### src/rtl/elbeth_mem_pkg.sv
// Shared definitions for the ELBETH memory arbiter.
// Holds the arbitration-mode constants, the byte-enable width helper and the
// read-return tag carried alongside each memory access.
package elbeth_mem_pkg;

    localparam int unsigned ARB_RR      = 0;
    localparam int unsigned ARB_FIXED   = 1;
    localparam int unsigned MAX_MASTERS = 8;
    localparam int unsigned IDX_W       = $clog2(MAX_MASTERS);

    // Read-return tag: valid marks a read, idx names the master to answer
    typedef struct packed {
        logic             valid;
        logic [IDX_W-1:0] idx;
    } tag_t;

    // Number of byte lanes in a data word
    function automatic int unsigned be_width(input int unsigned data_w);
        return data_w / 8;
    endfunction

endpackage

### src/rtl/elbeth_rr_arbiter.sv
// Combinational request arbiter.
// Round-robin: search starts at i_ptr and wraps modulo N_MASTERS.
// Fixed priority (i_mode_fixed=1): lowest index wins, i_ptr ignored.
// Ports:
//   i_req        per-master request
//   i_ptr        round-robin start index
//   i_mode_fixed 1 = fixed priority, 0 = round-robin
//   o_gnt_c      one-hot grant (zero when no request)
//   o_idx_c      encoded index of the granted master
module elbeth_rr_arbiter
    import elbeth_mem_pkg::*;
#(
    parameter int unsigned N_MASTERS = 2
) (
    input  logic [N_MASTERS-1:0] i_req,
    input  logic [IDX_W-1:0]     i_ptr,
    input  logic                 i_mode_fixed,
    output logic [N_MASTERS-1:0] o_gnt_c,
    output logic [IDX_W-1:0]     o_idx_c
);

    logic              w_found;
    logic [31:0]       w_cand;

    // Walk candidates in priority order; the first requesting one wins
    always_comb begin
        o_gnt_c = '0;
        o_idx_c = '0;
        w_found = 1'b0;
        w_cand  = '0;
        for (int unsigned k = 0; k < N_MASTERS; k++) begin
            w_cand = i_mode_fixed ? 32'(k) : (32'(i_ptr) + 32'(k));
            if (w_cand >= 32'(N_MASTERS)) begin
                w_cand = w_cand - 32'(N_MASTERS);
            end
            for (int unsigned j = 0; j < N_MASTERS; j++) begin
                if (!w_found && (w_cand == 32'(j)) && i_req[j]) begin
                    w_found    = 1'b1;
                    o_gnt_c[j] = 1'b1;
                    o_idx_c    = IDX_W'(j);
                end
            end
        end
    end

endmodule

### src/rtl/elbeth_mem_arbiter.sv
// N-master to single-port memory arbiter for the ELBETH memory subsystem.
// One transfer is accepted per cycle (req & gnt at a rising edge); the
// accepted command is registered onto the mem_* port and reads are answered
// through a tag pipeline that raises the requester's rvalid bit RD_LAT cycles
// after its mem_en cycle.
// Ports:
//   clk, rst                   clock, asynchronous active-low reset
//   req/we/addr/wdata          per-master request and payload (flattened)
//   gnt                        combinational one-hot grant
//   rvalid/rdata               per-master read valid, shared read data
//   mem_en/mem_we/mem_addr/mem_din  registered RAM command
//   mem_dout                   RAM read data
module elbeth_mem_arbiter
    import elbeth_mem_pkg::*;
#(
    parameter int unsigned N_MASTERS = 2,
    parameter int unsigned ADDR_W    = 32,
    parameter int unsigned DATA_W    = 32,
    parameter int unsigned RD_LAT    = 1,
    parameter int unsigned ARB_MODE  = 0
) (
    input  logic                             clk,
    input  logic                             rst,
    input  logic [N_MASTERS-1:0]             req,
    input  logic [N_MASTERS*(DATA_W/8)-1:0]  we,
    input  logic [N_MASTERS*ADDR_W-1:0]      addr,
    input  logic [N_MASTERS*DATA_W-1:0]      wdata,
    output logic [N_MASTERS-1:0]             gnt,
    output logic [N_MASTERS-1:0]             rvalid,
    output logic [DATA_W-1:0]                rdata,
    output logic                             mem_en,
    output logic [DATA_W/8-1:0]              mem_we,
    output logic [ADDR_W-1:0]                mem_addr,
    output logic [DATA_W-1:0]                mem_din,
    input  logic [DATA_W-1:0]                mem_dout
);

    localparam int unsigned BE_W = be_width(DATA_W);

    logic [N_MASTERS-1:0] w_gnt;
    logic [IDX_W-1:0]     w_idx;
    logic [IDX_W-1:0]     r_ptr;
    logic [IDX_W-1:0]     w_ptr_nxt;
    logic                 w_accept;
    logic [ADDR_W-1:0]    w_sel_addr;
    logic [DATA_W-1:0]    w_sel_wdata;
    logic [BE_W-1:0]      w_sel_we;
    tag_t                 r_tag [0:RD_LAT];

    elbeth_rr_arbiter #(
        .N_MASTERS (N_MASTERS)
    ) u_arb (
        .i_req        (req),
        .i_ptr        (r_ptr),
        .i_mode_fixed (ARB_MODE == ARB_FIXED),
        .o_gnt_c      (w_gnt),
        .o_idx_c      (w_idx)
    );

    // No grant may be visible while reset is asserted
    assign gnt      = rst ? w_gnt : '0;
    assign w_accept = |gnt;

    // Select the granted master's payload
    always_comb begin
        w_sel_addr  = '0;
        w_sel_wdata = '0;
        w_sel_we    = '0;
        for (int unsigned i = 0; i < N_MASTERS; i++) begin
            if (gnt[i]) begin
                w_sel_addr  = addr[i*ADDR_W +: ADDR_W];
                w_sel_wdata = wdata[i*DATA_W +: DATA_W];
                w_sel_we    = we[i*BE_W +: BE_W];
            end
        end
    end

    // Round-robin pointer moves past the accepted master, holds when idle
    always_comb begin
        w_ptr_nxt = r_ptr;
        if (w_accept && (ARB_MODE == ARB_RR)) begin
            if ((32'(w_idx) + 32'd1) >= 32'(N_MASTERS)) begin
                w_ptr_nxt = '0;
            end else begin
                w_ptr_nxt = w_idx + IDX_W'(1);
            end
        end
    end

    // Command register: address/data hold when idle, enables drop
    always_ff @(posedge clk or negedge rst) begin
        if (!rst) begin
            r_ptr    <= '0;
            mem_en   <= 1'b0;
            mem_we   <= '0;
            mem_addr <= '0;
            mem_din  <= '0;
        end else begin
            r_ptr  <= w_ptr_nxt;
            mem_en <= w_accept;
            if (w_accept) begin
                mem_we   <= w_sel_we;
                mem_addr <= w_sel_addr;
                mem_din  <= w_sel_wdata;
            end else begin
                mem_we   <= '0;
            end
        end
    end

    // Tag pipeline: stage 0 lines up with mem_en, stage RD_LAT with mem_dout
    always_ff @(posedge clk or negedge rst) begin
        if (!rst) begin
            for (int unsigned k = 0; k <= RD_LAT; k++) begin
                r_tag[k] <= '0;
            end
        end else begin
            r_tag[0] <= tag_t'{valid: (w_accept && (w_sel_we == '0)), idx: w_idx};
            for (int unsigned k = 1; k <= RD_LAT; k++) begin
                r_tag[k] <= r_tag[k-1];
            end
        end
    end

    // Decode the returning tag into the per-master valid pulse
    always_comb begin
        rvalid = '0;
        for (int unsigned i = 0; i < N_MASTERS; i++) begin
            rvalid[i] = r_tag[RD_LAT].valid && (r_tag[RD_LAT].idx == IDX_W'(i));
        end
    end

    assign rdata = mem_dout;

endmodule

### config.mk
export PLATFORM = sky130hd
export DESIGN_NAME = elbeth_mem_arbiter
export DESIGN_NICKNAME = d
export VERILOG_FILES = /design/src/rtl/elbeth_mem_pkg.sv /design/src/rtl/elbeth_rr_arbiter.sv /design/src/rtl/elbeth_mem_arbiter.sv
export SDC_FILE = /design/constraint.sdc
export NUM_CORES = 1
export LEC_CHECK = 0
export CORE_MARGIN = 8
export CORE_UTILIZATION = 35
export CTS_BUF_LIST = sky130_fd_sc_hd__clkbuf_8
export DETAILED_ROUTE_END_ITERATION = 8
export DONT_BUFFER_PORTS = 1
export PLACE_DENSITY = 0.5
export SYNTH_ARGS = -nofsm -noshare
export SYNTH_HDL_FRONTEND = slang
export SYNTH_SLANG_ARGS = --single-unit
export TNS_END_PERCENT = 10
### constraint.sdc
create_clock -name clk -period 4.1 [get_ports clk]
set_clock_uncertainty 0.05 [all_clocks]
set_input_delay 0.41 -clock clk [delete_from_list [all_inputs] [get_ports clk]]
set_output_delay 0.41 -clock clk [all_outputs]
set_load 0.005 [all_outputs]
==> impl_metrics.env, run 1 <==
export IMPL_drive_above_1_share_pct=7.11
export IMPL_dr_first_iter_drc_count=249
export IMPL_dp_hpwl_um=8790
export IMPL_cts_clk_slew_worst_paths_ns=0.07
export IMPL_p_clk_share_pct=25.8
export IMPL_cts_root_buf="clkbuf_8"
export IMPL_period_share_pct=56.3
export IMPL_crit_type="reg2out"
export IMPL_ctsHoldBuffers=2
export IMPL_critPathMaxFanout=43
export IMPL_clock_path_buffers=2
export IMPL_r2r_slack_ns=1.84
export IMPL_grt_use_total_pct=17.0
export IMPL_drt_pre_antenna_iters=5
export IMPL_hold_viol=0
export IMPL_combPwrFrac_pct=18.6
export IMPL_crit_path_top_delay_cell="a21bo_2"
export IMPL_syn_area_um2=4000
export IMPL_hold_path_class="in2reg"
export IMPL_slew_viol_final=0
export IMPL_rsz0062_at_grt="no"
export IMPL_switching_power_uw=600
export IMPL_total_power_mw=1.80
export IMPL_dpl_cell_area_um2=3730
export IMPL_setup_violations=0
export IMPL_cts_resized_gates=0
export IMPL_cts_tree="yes"
export IMPL_ys_seq_area_share_pct=46.3
export IMPL_cp_data_arrival_time_ns=1.85
export IMPL_synth_seq_cells=74
export IMPL_areaGrowthSynthToFinish_pct=-2.28
export IMPL_ir_drop_mv=0.172
export IMPL_power_density_nw_per_um2=459
export IMPL_drtAntennaViolNets=0
export IMPL_power_internal_mw=1.20
export IMPL_critPathLaunchType="flop"
export IMPL_grt_overflow_total=0
export IMPL_p_sw_share_pct=33.4
export IMPL_cts_sinks=74
export IMPL_vias=3472
export IMPL_vias_per_cell=6.64
export IMPL_nNetsFinal=550
export IMPL_seqPwrFrac_pct=55.6
export IMPL_num_rows=39
export IMPL_end_kind="primary output"
export IMPL_floorplan_initialDensity_pct=35.5
export IMPL_post_drt_wl_per_cell_um=25.9
export IMPL_fin_tns_setup_ns=0
export IMPL_synth_most_common_cell="dfrtp_1"
export IMPL_grt_max_degree=75
export IMPL_cp_cell_sequence="a21bo_2, nor2_1"
export IMPL_die_y_um=123
export IMPL_dieArea_um2=15100
export IMPL_drcViolationCount=0
export IMPL_dp_cells=508
export IMPL_syn_nets=618
export IMPL_synth_edf_count=0
export IMPL_holdWs_ns=0.155
export IMPL_maxCapViolCount=0
export IMPL_numPortBuffers=0
export IMPL_die_w_um=123
export IMPL_syn_area_per_cell_um2=8.98
export IMPL_worstMarginPinSlew_ns=1.03
export IMPL_synth_top_area_cell="dfrtp_1"
export IMPL_synth_area_top_cells="dfrtp_1, a31oi_1, nor4_1"
export IMPL_ys_types=28
export IMPL_worstPathRequired_ns=3.64
export IMPL_wirelength_um=13500
export IMPL_diodes=0
export IMPL_finalInstanceArea_um2=3910
export IMPL_cts_buffers=9
export IMPL_gp_congestion=0.706
export IMPL_netlist_area_leader_share_pct=46.3
export IMPL_leakage_nw=1.35
export IMPL_syn_inst=446
export IMPL_core_um2=11300
export IMPL_async_flop_share_pct=100
export IMPL_relSlewSlack_pct=31.0
export IMPL_ios=277
export IMPL_synth_main_ff_cell="dfrtp_1"
export IMPL_status="complete, no violations"
export IMPL_max_stage_delay_ns=0.74
export IMPL_grt_pass1_wl_um=19800
export IMPL_cts_max_level=3
export IMPL_antenna_found_initial=0
export IMPL_yosysWarningCount=0
export IMPL_synth_top_cells_by_count="dfrtp_1, a31oi_1, nand3_1, nor4_1, o21ai_0"
export IMPL_fin_crit_ns=2.31
export IMPL_cts_setup_buffers=0
export IMPL_clkLatencyLatePin_ns=0.35
export IMPL_fmax_ghz=0.433
export IMPL_layout_cells_non_filler=523
export IMPL_grt_pass1_vias=3451
layer usage:
layer | GRT usage (%) | wire length (um) | up-vias
met1 | 20.7 | 5240 | 1685
met2 | 25.1 | 6170 | 226
met4 | 9.14 | 412 | 0
met3 | 7.35 | 1700 | 36
li1 | - | - | 1525
met5 | 0 | 0 | -
path summary, 6_finish.rpt:
path,start,to,cells past startpoint
max,r_ptr[0],gnt[0],2
min,we[1],mem_we[1],1
max reg2reg,r_ptr[0],mem_addr[27],4
min reg2reg,r_tag[4],r_tag[0],0
max in group asynchronous,rst,mem_addr[2],2
min in group asynchronous,rst,mem_addr[20],2
cells by family after synthesis:
family | after synthesis | synth area share, %
compound gates | 137 | 20.2
flops | 74 | 46.3
buf+inv | 92 | 13.3
simple gates | 143 | 20.3
power groups by stage:
stage          Clock, mW  Combinational [mW]  Sequential, mW
2_1_floorplan          0               0.305           0.963
3_3_place_gp           0               0.309            1.02
3_5_place_dp           0               0.320            1.02
4_1_cts            0.488               0.338            1.00
5_1_grt            0.518               0.379            1.02
6_report           0.464               0.335           0.999
stage by stage:
step	util, %	setup WS (ns)
finish	34.7	1.79
global route	34.7	1.66
CTS	34.7	1.73
detailed placement	33.1	1.84
global placement	33.1	1.91
floorplan	-	2.55
final cells by class:
cell class	count	area, um2
inverter	3	12.5
timing repair buffer	10	97.6
tap	143	179
sequential	74	1850
multi-input combinational	280	1630
clock buffer	9	124
fill	1156	7360
clock inverter	4	16.3
flip-flops by register name, indices dropped and copies added (netlist names):
| signal | cells |
|---|---|
| mem_addr | 32 |
| mem_din | 32 |
| mem_we | 4 |
| r_tag | 4 |
| mem_en | 1 |
| r_ptr | 1 |
cell usage in the layout (no fill, tap or decap), types with 2 or more instances in the layout:
cell type,count
nor2b_1,3
clkbuf_8,9
and2_1,2
o21ai_1,10
dfrtp_1,74
nor4_1,64
o21ai_0,55
a31oi_1,64
nand3_1,64
inv_1,4
nand2_1,4
nor2_1,2
buf_4,8
clkinv_2,2
critical path: cells and delay by family, from the launching register on:
| family | cells | cell delay, ns |
|---|---|---|
| flops | 1 | 0.49 |
| compound gates | 1 | 0.74 |
| simple gates | 1 | 0.25 |
No activity file was read; power rests on OpenSTA's default activity.
==> run 2, diff against run 1 <==
--- a/config.mk
+++ b/config.mk
@@ -10,7 +10,7 @@
 export CTS_BUF_LIST = sky130_fd_sc_hd__clkbuf_8
 export DETAILED_ROUTE_END_ITERATION = 8
 export DONT_BUFFER_PORTS = 1
-export PLACE_DENSITY = 0.5
+export PLACE_DENSITY = 0.52
 export SYNTH_ARGS = -nofsm -noshare
 export SYNTH_HDL_FRONTEND = slang
 export SYNTH_SLANG_ARGS = --single-unit
==> constraint.sdc (replaced) <==
create_clock -name clk -period 1.9 [get_ports clk]
set_clock_uncertainty 0.05 [all_clocks]
set_input_delay 0.19 -clock clk [delete_from_list [all_inputs] [get_ports clk]]
set_output_delay 0.19 -clock clk [all_outputs]
set_load 0.005 [all_outputs]
==> impl_metrics.env, run 2 <==
export IMPL_failing_step="clock tree synthesis"
export IMPL_synth_edf_count=0
export IMPL_synth_top_area_cell="dfrtp_1"
export IMPL_first_error="[ERROR RSZ-0060] Max buffer count reached."
export IMPL_die_y_um=123
export IMPL_die_w_um=123
export IMPL_dp_hpwl_um=9010
export IMPL_dpl_worst_slack_ns=0.245
export IMPL_syn_inst=446
export IMPL_cts_max_level=3
export IMPL_cts_buffers=9
export IMPL_syn_area_um2=4000
export IMPL_ctsHoldBuffers=107
export IMPL_ios=277
export IMPL_num_rows=39
export IMPL_netlist_area_leader_share_pct=46.3
export IMPL_gp_congestion=0.778
export IMPL_ys_seq_area_share_pct=46.3
export IMPL_cts_resized_gates=1
export IMPL_synth_area_top_cells="dfrtp_1, a31oi_1, nor4_1"
export IMPL_syn_area_per_cell_um2=8.98
export IMPL_floorplan_initialDensity_pct=35.5
export IMPL_cts_root_buf="clkbuf_8"
export IMPL_dpl_cell_area_um2=3880
export IMPL_cts_setup_buffers=0
export IMPL_synth_seq_cells=74
export IMPL_ys_types=28
export IMPL_cts_sinks=74
export IMPL_synth_top_cells_by_count="dfrtp_1, a31oi_1, nand3_1, nor4_1, o21ai_0"
export IMPL_synth_main_ff_cell="dfrtp_1"
export IMPL_status="aborted with a tool error"
export IMPL_syn_nets=618
export IMPL_synth_most_common_cell="dfrtp_1"
export IMPL_numPortBuffers=0
export IMPL_yosysWarningCount=0
export IMPL_async_flop_share_pct=100
export IMPL_clock_path_buffers=2
[run 2: cell counts after synthesis]
No cell type changed its count.
[run 2: logic make-up after synthesis]
| kind of cell | count (synthesis) | share of synthesized area [%] |
|---|---|---|
| DFF | 74 | 46.3 |
| buffers and inverters | 92 | 13.3 |
| AOI/OAI and AO/OA | 137 | 20.2 |
| and+or+nand+nor | 143 | 20.3 |
[run 2: metrics by stage]
stage	utilization (%)	cells	hold slack [ns]
3_3_place_gp	34.4	517	-0.152
2_1_floorplan	-	446	-0.156
3_5_place_dp	34.4	517	-0.152
==> run 3, diff against run 2 <==
--- a/config.mk
+++ b/config.mk
@@ -6,11 +6,10 @@
 export NUM_CORES = 1
 export LEC_CHECK = 0
 export CORE_MARGIN = 8
-export CORE_UTILIZATION = 35
-export CTS_BUF_LIST = sky130_fd_sc_hd__clkbuf_8
+export CORE_UTILIZATION = 20
 export DETAILED_ROUTE_END_ITERATION = 8
 export DONT_BUFFER_PORTS = 1
-export PLACE_DENSITY = 0.52
+export PLACE_DENSITY_LB_ADDON = 0.15
 export SYNTH_ARGS = -nofsm -noshare
 export SYNTH_HDL_FRONTEND = slang
 export SYNTH_SLANG_ARGS = --single-unit
==> constraint.sdc (replaced) <==
create_clock -name clk -period 2.47 [get_ports clk]
set_clock_uncertainty 0.05 [all_clocks]
set_input_delay 0.247 -clock clk [delete_from_list [all_inputs] [get_ports clk]]
set_output_delay 0.247 -clock clk [all_outputs]
set_load 0.005 [all_outputs]
==> impl_metrics.env, run 3 (synthesis gave the netlist of run 1 again) <==
export IMPL_floorplan_initialDensity_pct=20.5
export IMPL_cp_data_arrival_time_ns=2.31
export IMPL_period_share_pct=86.5
export IMPL_drcViolationCount=0
export IMPL_num_rows=51
export IMPL_vias=3512
export IMPL_grt_pass1_vias=3620
export IMPL_maxCapViolCount=0
export IMPL_gp_congestion=0.743
export IMPL_whs_path_depth=2
export IMPL_mostFrequentLayoutCells="dfrtp_1, nand3_1, nor4_1, a31oi_1, o21ai_0"
export IMPL_cts_root_buf="clkbuf_16"
export IMPL_hold_path_class="in2reg"
export IMPL_cts_buffers=9
export IMPL_clkLatencyLatePin_ns=0.33
export IMPL_vias_per_cell=5.35
export IMPL_crit_buf_inv=2
export IMPL_crit_family="buffers and inverters"
export IMPL_cts_sinks=74
export IMPL_fin_crit_ns=2.14
export IMPL_hold_viol=0
export IMPL_m1WireLength_um=5870
export IMPL_relSlewSlack_pct=56.7
export IMPL_nNetsFinal=558
export IMPL_slew_viol_final=0
export IMPL_fin_tns_setup_ns=0
export IMPL_crit_path_top_delay_cell="dlygate4sd3_1"
export IMPL_grt_overflow_total=0
export IMPL_clock_path_buffers=2
export IMPL_post_drt_wl_per_cell_um=22.8
export IMPL_final_util_pct=22.4
export IMPL_cts_tree="yes"
export IMPL_crit_type="reg2reg"
export IMPL_ir_drop_mv=0.289
export IMPL_r2r_start="r_ptr[0]"
export IMPL_dieArea_um2=24800
export IMPL_grt_use_total_pct=11.7
export IMPL_cts_resized_gates=0
export IMPL_leakage_nw=1.49
export IMPL_ios=277
export IMPL_dr_wl_met3_um=1510
export IMPL_areaGrowthSynthToFinish_pct=9.44
export IMPL_rsz0062_at_grt="no"
export IMPL_cts_max_level=3
export IMPL_grt_pass1_wl_um=22200
export IMPL_antenna_found_initial=0
export IMPL_hp_start="addr[12]"
export IMPL_worstMarginPinSlew_ns=0.649
export IMPL_dr_first_iter_drc_count=211
export IMPL_die_w_um=157
export IMPL_dp_hpwl_um=9930
export IMPL_worstPathRequired_ns=2.64
export IMPL_top_layer="met4"
export IMPL_numPortBuffers=0
export IMPL_reg2reg_to="mem_we[1]"
export IMPL_drtAntennaViolNets=0
export IMPL_diodes=0
export IMPL_power_density_nw_per_um2=874
export IMPL_grt_max_degree=76
export IMPL_die_y_um=157
export IMPL_end_kind="flop"
export IMPL_setup_violations=0
export IMPL_dr_wl_met2_um=7250
export IMPL_core_um2=19500
export IMPL_max_stage_delay_ns=0.54
export IMPL_r2r_slack_ns=0.33
export IMPL_critPathMaxFanout=17
export IMPL_top_regs="mem_addr (32), mem_din (32)"
export IMPL_wirelength_um=15000
export IMPL_final_common_cell="dfrtp_1"
export IMPL_hold_path_end="mem_addr[12]"
export IMPL_fmax_ghz=0.468
export IMPL_drt_pre_antenna_iters=7
export IMPL_drive_above_1_share_pct=9.72
export IMPL_reg2reg_depth=5
export IMPL_status="complete, no violations"
export IMPL_cts_clk_slew_worst_paths_ns=0.07
export IMPL_critPathLaunchType="flop"
export IMPL_cp_cell_sequence="nand2b_1, nand3_2, inv_1, a22o_1, dlygate4sd3_1"
## run 3: metrics by stage
| step | std cells | setup slack (ns) | hold slack, ns | cell area (um2) | power (mW) |
|---|---|---|---|---|---|
| CTS | 656 | 0.305 | 0.00983 | 4380 | 3.93 |
| detailed placement | 636 | 0.715 | -0.0945 | 3970 | 2.25 |
| finish | 656 | 0.335 | 0.0374 | 4380 | 3.83 |
| global placement | 636 | 0.734 | -0.0941 | 3970 | 2.25 |
| floorplan | 446 | 1.16 | -0.0986 | 4000 | 2.11 |
| global route | 656 | 0.191 | 0.0196 | 4380 | 4.07 |
## run 3: worst max-delay path by stage
stage | startpoint | to | slack (ns) | depth (start not counted)
after floorplan | r_ptr[0] | mem_addr[19] | 1.16 | 5
after global placement | r_ptr[0] | mem_addr[23] | 0.73 | 4
after detailed placement | r_ptr[0] | mem_din[3] | 0.72 | 4
after CTS | r_ptr[0] | mem_we[1] | 0.30 | 5
after global routing | r_ptr[0] | mem_we[1] | 0.19 | 5
final | r_ptr[0] | mem_we[1] | 0.33 | 5
## run 3: worst register-to-register path, cell delays in order (launching register included)
cell and delay [ns]:
dfrtp_1 0.46, nand2b_1 0.23, nand3_2 0.33, inv_1 0.16, a22o_1 0.25, dlygate4sd3_1 0.54
## run 3: cell type report
type,count,area (um2)
well taps,265,332
clock buffers,12,256
flip-flops and latches,74,1850
multi-input cells,280,1630
clock inverters,4,97.6
fillers,2168,15100
repair buffers,18,200
inverters,3,12.5
## run 3: power by group
group          switching (mW)  internal, mW  leakage, nW
Clock                   0.538          1.04        0.169
Combinational           0.369         0.225        0.455
Sequential              0.204          1.45        0.866
## run 3: layer usage
metal / global-route usage [%] / up-vias
met4: 5.49 / 0
met3: 3.84 / 30
met1: 13.8 / 1697
met2: 19.0 / 237
li1: - / 1548
met5: 0 / -
## run 3: repair_timing
item | in CTS | in global routing
endpoints found under the hold margin | 76 | 0
hold buffers | 4 | 0
setup buffers | 0 | 0
endpoints found under the setup margin | 0 | 0
==> run 4, diff against run 3 <==
==> constraint.sdc (replaced) <==
create_clock -name clk -period 2.47 [get_ports clk]
set_clock_uncertainty 0.05 [all_clocks]
set_input_delay 0.247 -clock clk [delete_from_list [all_inputs] [get_ports clk]]
set_output_delay 0.247 -clock clk [all_outputs]
set_load 0.02 [all_outputs]
==> impl_metrics.env, run 4 (synthesis gave the netlist of run 1 again) <==
export IMPL_maxCapViolCount=0
export IMPL_end_kind="flop"
export IMPL_dr_first_iter_drc_count=242
export IMPL_areaGrowthSynthToFinish_pct=8.66
export IMPL_power_density_nw_per_um2=906
export IMPL_grt_use_total_pct=12.0
export IMPL_crit_family="buffers and inverters"
export IMPL_post_drt_wl_per_cell_um=23.3
export IMPL_n_fill_cell=2186
export IMPL_drcViolationCount=0
export IMPL_antenna_found_initial=0
export IMPL_relSlewSlack_pct=49.1
export IMPL_mostFrequentLayoutCells="dfrtp_1, nand3_1, nor4_1, a31oi_1, o21ai_0"
export IMPL_worst_slack_ns=0.280
export IMPL_floorplan_initialDensity_pct=20.5
export IMPL_crit_path_top_delay_cell="dlygate4sd3_1"
export IMPL_worstPathRequired_ns=2.64
export IMPL_ir_drop_mv=0.303
export IMPL_final_common_cell="dfrtp_1"
export IMPL_dp_hpwl_um=10100
export IMPL_final_util_pct=22.3
export IMPL_grt_pass1_wl_um=22700
export IMPL_top_regs="mem_addr (32), mem_din (32)"
export IMPL_grt_max_degree=75
export IMPL_dpl_worst_slack_ns=0.551
export IMPL_clock_path_buffers=2
export IMPL_total_power_mw=3.94
export IMPL_die_y_um=157
export IMPL_drive_above_1_share_pct=9.97
export IMPL_vias=3481
export IMPL_drt_pre_antenna_iters=5
export IMPL_critPathLaunchType="flop"
export IMPL_cp_cell_sequence="nand2b_1, nand3_4, inv_1, a22o_1, dlygate4sd3_1"
export IMPL_cp_data_arrival_time_ns=2.36
export IMPL_cts_root_buf="clkbuf_16"
export IMPL_ios=277
export IMPL_cts_clk_slew_worst_paths_ns=0.06
export IMPL_vias_per_cell=5.31
export IMPL_numPortBuffers=0
export IMPL_hold_path_class="in2reg"
export IMPL_core_um2=19500
export IMPL_die_w_um=157
export IMPL_clkLatencyLatePin_ns=0.33
export IMPL_fin_tns_setup_ns=0
export IMPL_dieArea_um2=24800
export IMPL_holdWs_ns=0.0347
export IMPL_slew_viol_final=0
export IMPL_critPathMaxFanout=23
export IMPL_crit_type="reg2reg"
export IMPL_drtAntennaViolNets=0
export IMPL_grt_pass1_vias=3564
export IMPL_status="complete, no violations"
export IMPL_cts_buffers=9
export IMPL_cts_max_level=3
export IMPL_worstMarginPinSlew_ns=0.762
export IMPL_nNetsFinal=559
export IMPL_cts_sinks=74
export IMPL_setup_violations=0
export IMPL_max_stage_delay_ns=0.55
export IMPL_cts_tree="yes"
export IMPL_diodes=0
export IMPL_hold_viol=0
export IMPL_wirelength_um=15300
export IMPL_num_rows=51
export IMPL_fin_crit_ns=2.19
export IMPL_crit_buf_inv=2
export IMPL_period_share_pct=88.7
export IMPL_gp_congestion=0.743
export IMPL_leakage_nw=1.48
export IMPL_fmax_ghz=0.457
export IMPL_rsz0062_at_grt="no"
export IMPL_grt_overflow_total=0
==> run 4: changes by cell type in the layout (fill, tap and decap cells not counted), sizes merged <==
| cell | before | now |
|---|---|---|
| buf | 15 | 16 |
| clkinv | 1 | 4 |
| clkbuf | 12 | 9 |
| bufinv | 3 | 2 |
==> run 4: timing repair <==
action	in CTS	in global routing
hold endpoints to repair	75	0
buffers inserted	0	0
resized for setup	0	1
endpoints found under the setup margin	0	1
hold buffers	4	0
==> run 4: cell type report <==
cell class                      instances  area (um2)  share of cell area [%]
Multi-Input combinational cell        280        1640                    37.7
Tap cell                              265         332                    7.62
Timing Repair Buffer                   19         208                    4.77
Sequential cell                        74        1850                    42.6
Inverter                                3        12.5                   0.288
Clock buffer                            9         225                    5.18
Clock inverter                          6        82.6                    1.90
==> run 4: per-layer routing <==
| layer | vias to the layer above | global-route usage [%] | wire, um |
|---|---|---|---|
| met4 | 0 | 5.30 | 327 |
| met3 | 26 | 4.20 | 1620 |
| met1 | 1701 | 14.3 | 6090 |
| met2 | 207 | 19.0 | 7260 |
| met5 | - | 0 | 0 |
| li1 | 1547 | - | - |
==> run 4: path summary, 6_finish.rpt <==
| check | from | endpoint | slack [ns] | depth (start not counted) |
|---|---|---|---|---|
| max in group asynchronous | rst | mem_addr[1] | 1.53 | 2 |
| min in group asynchronous | rst | mem_din[3] | 0.52 | 2 |
| worst max register to register | r_ptr[0] | mem_we[1] | 0.28 | 5 |
| worst min-delay path | addr[6] | mem_addr[6] | 0.03 | 2 |
| worst max-delay path | r_ptr[0] | mem_we[1] | 0.28 | 5 |
| worst min register to register | r_tag[7] | r_tag[3] | 0.31 | 0 |
==> run 4: metrics by stage <==
step / cells / instance area, um2
3_3_place_gp: 637 / 3980
4_1_cts: 656 / 4340
3_5_place_dp: 637 / 3980
2_1_floorplan: 446 / 4000
5_1_grt: 656 / 4350
6_report: 656 / 4350
==> run 4: where the power goes <==
group / internal, mW / leakage, nW / switching [mW]
registers: 1.45 / 0.866 / 0.480
clock network: 0.874 / 0.151 / 0.540
logic: 0.224 / 0.461 / 0.376
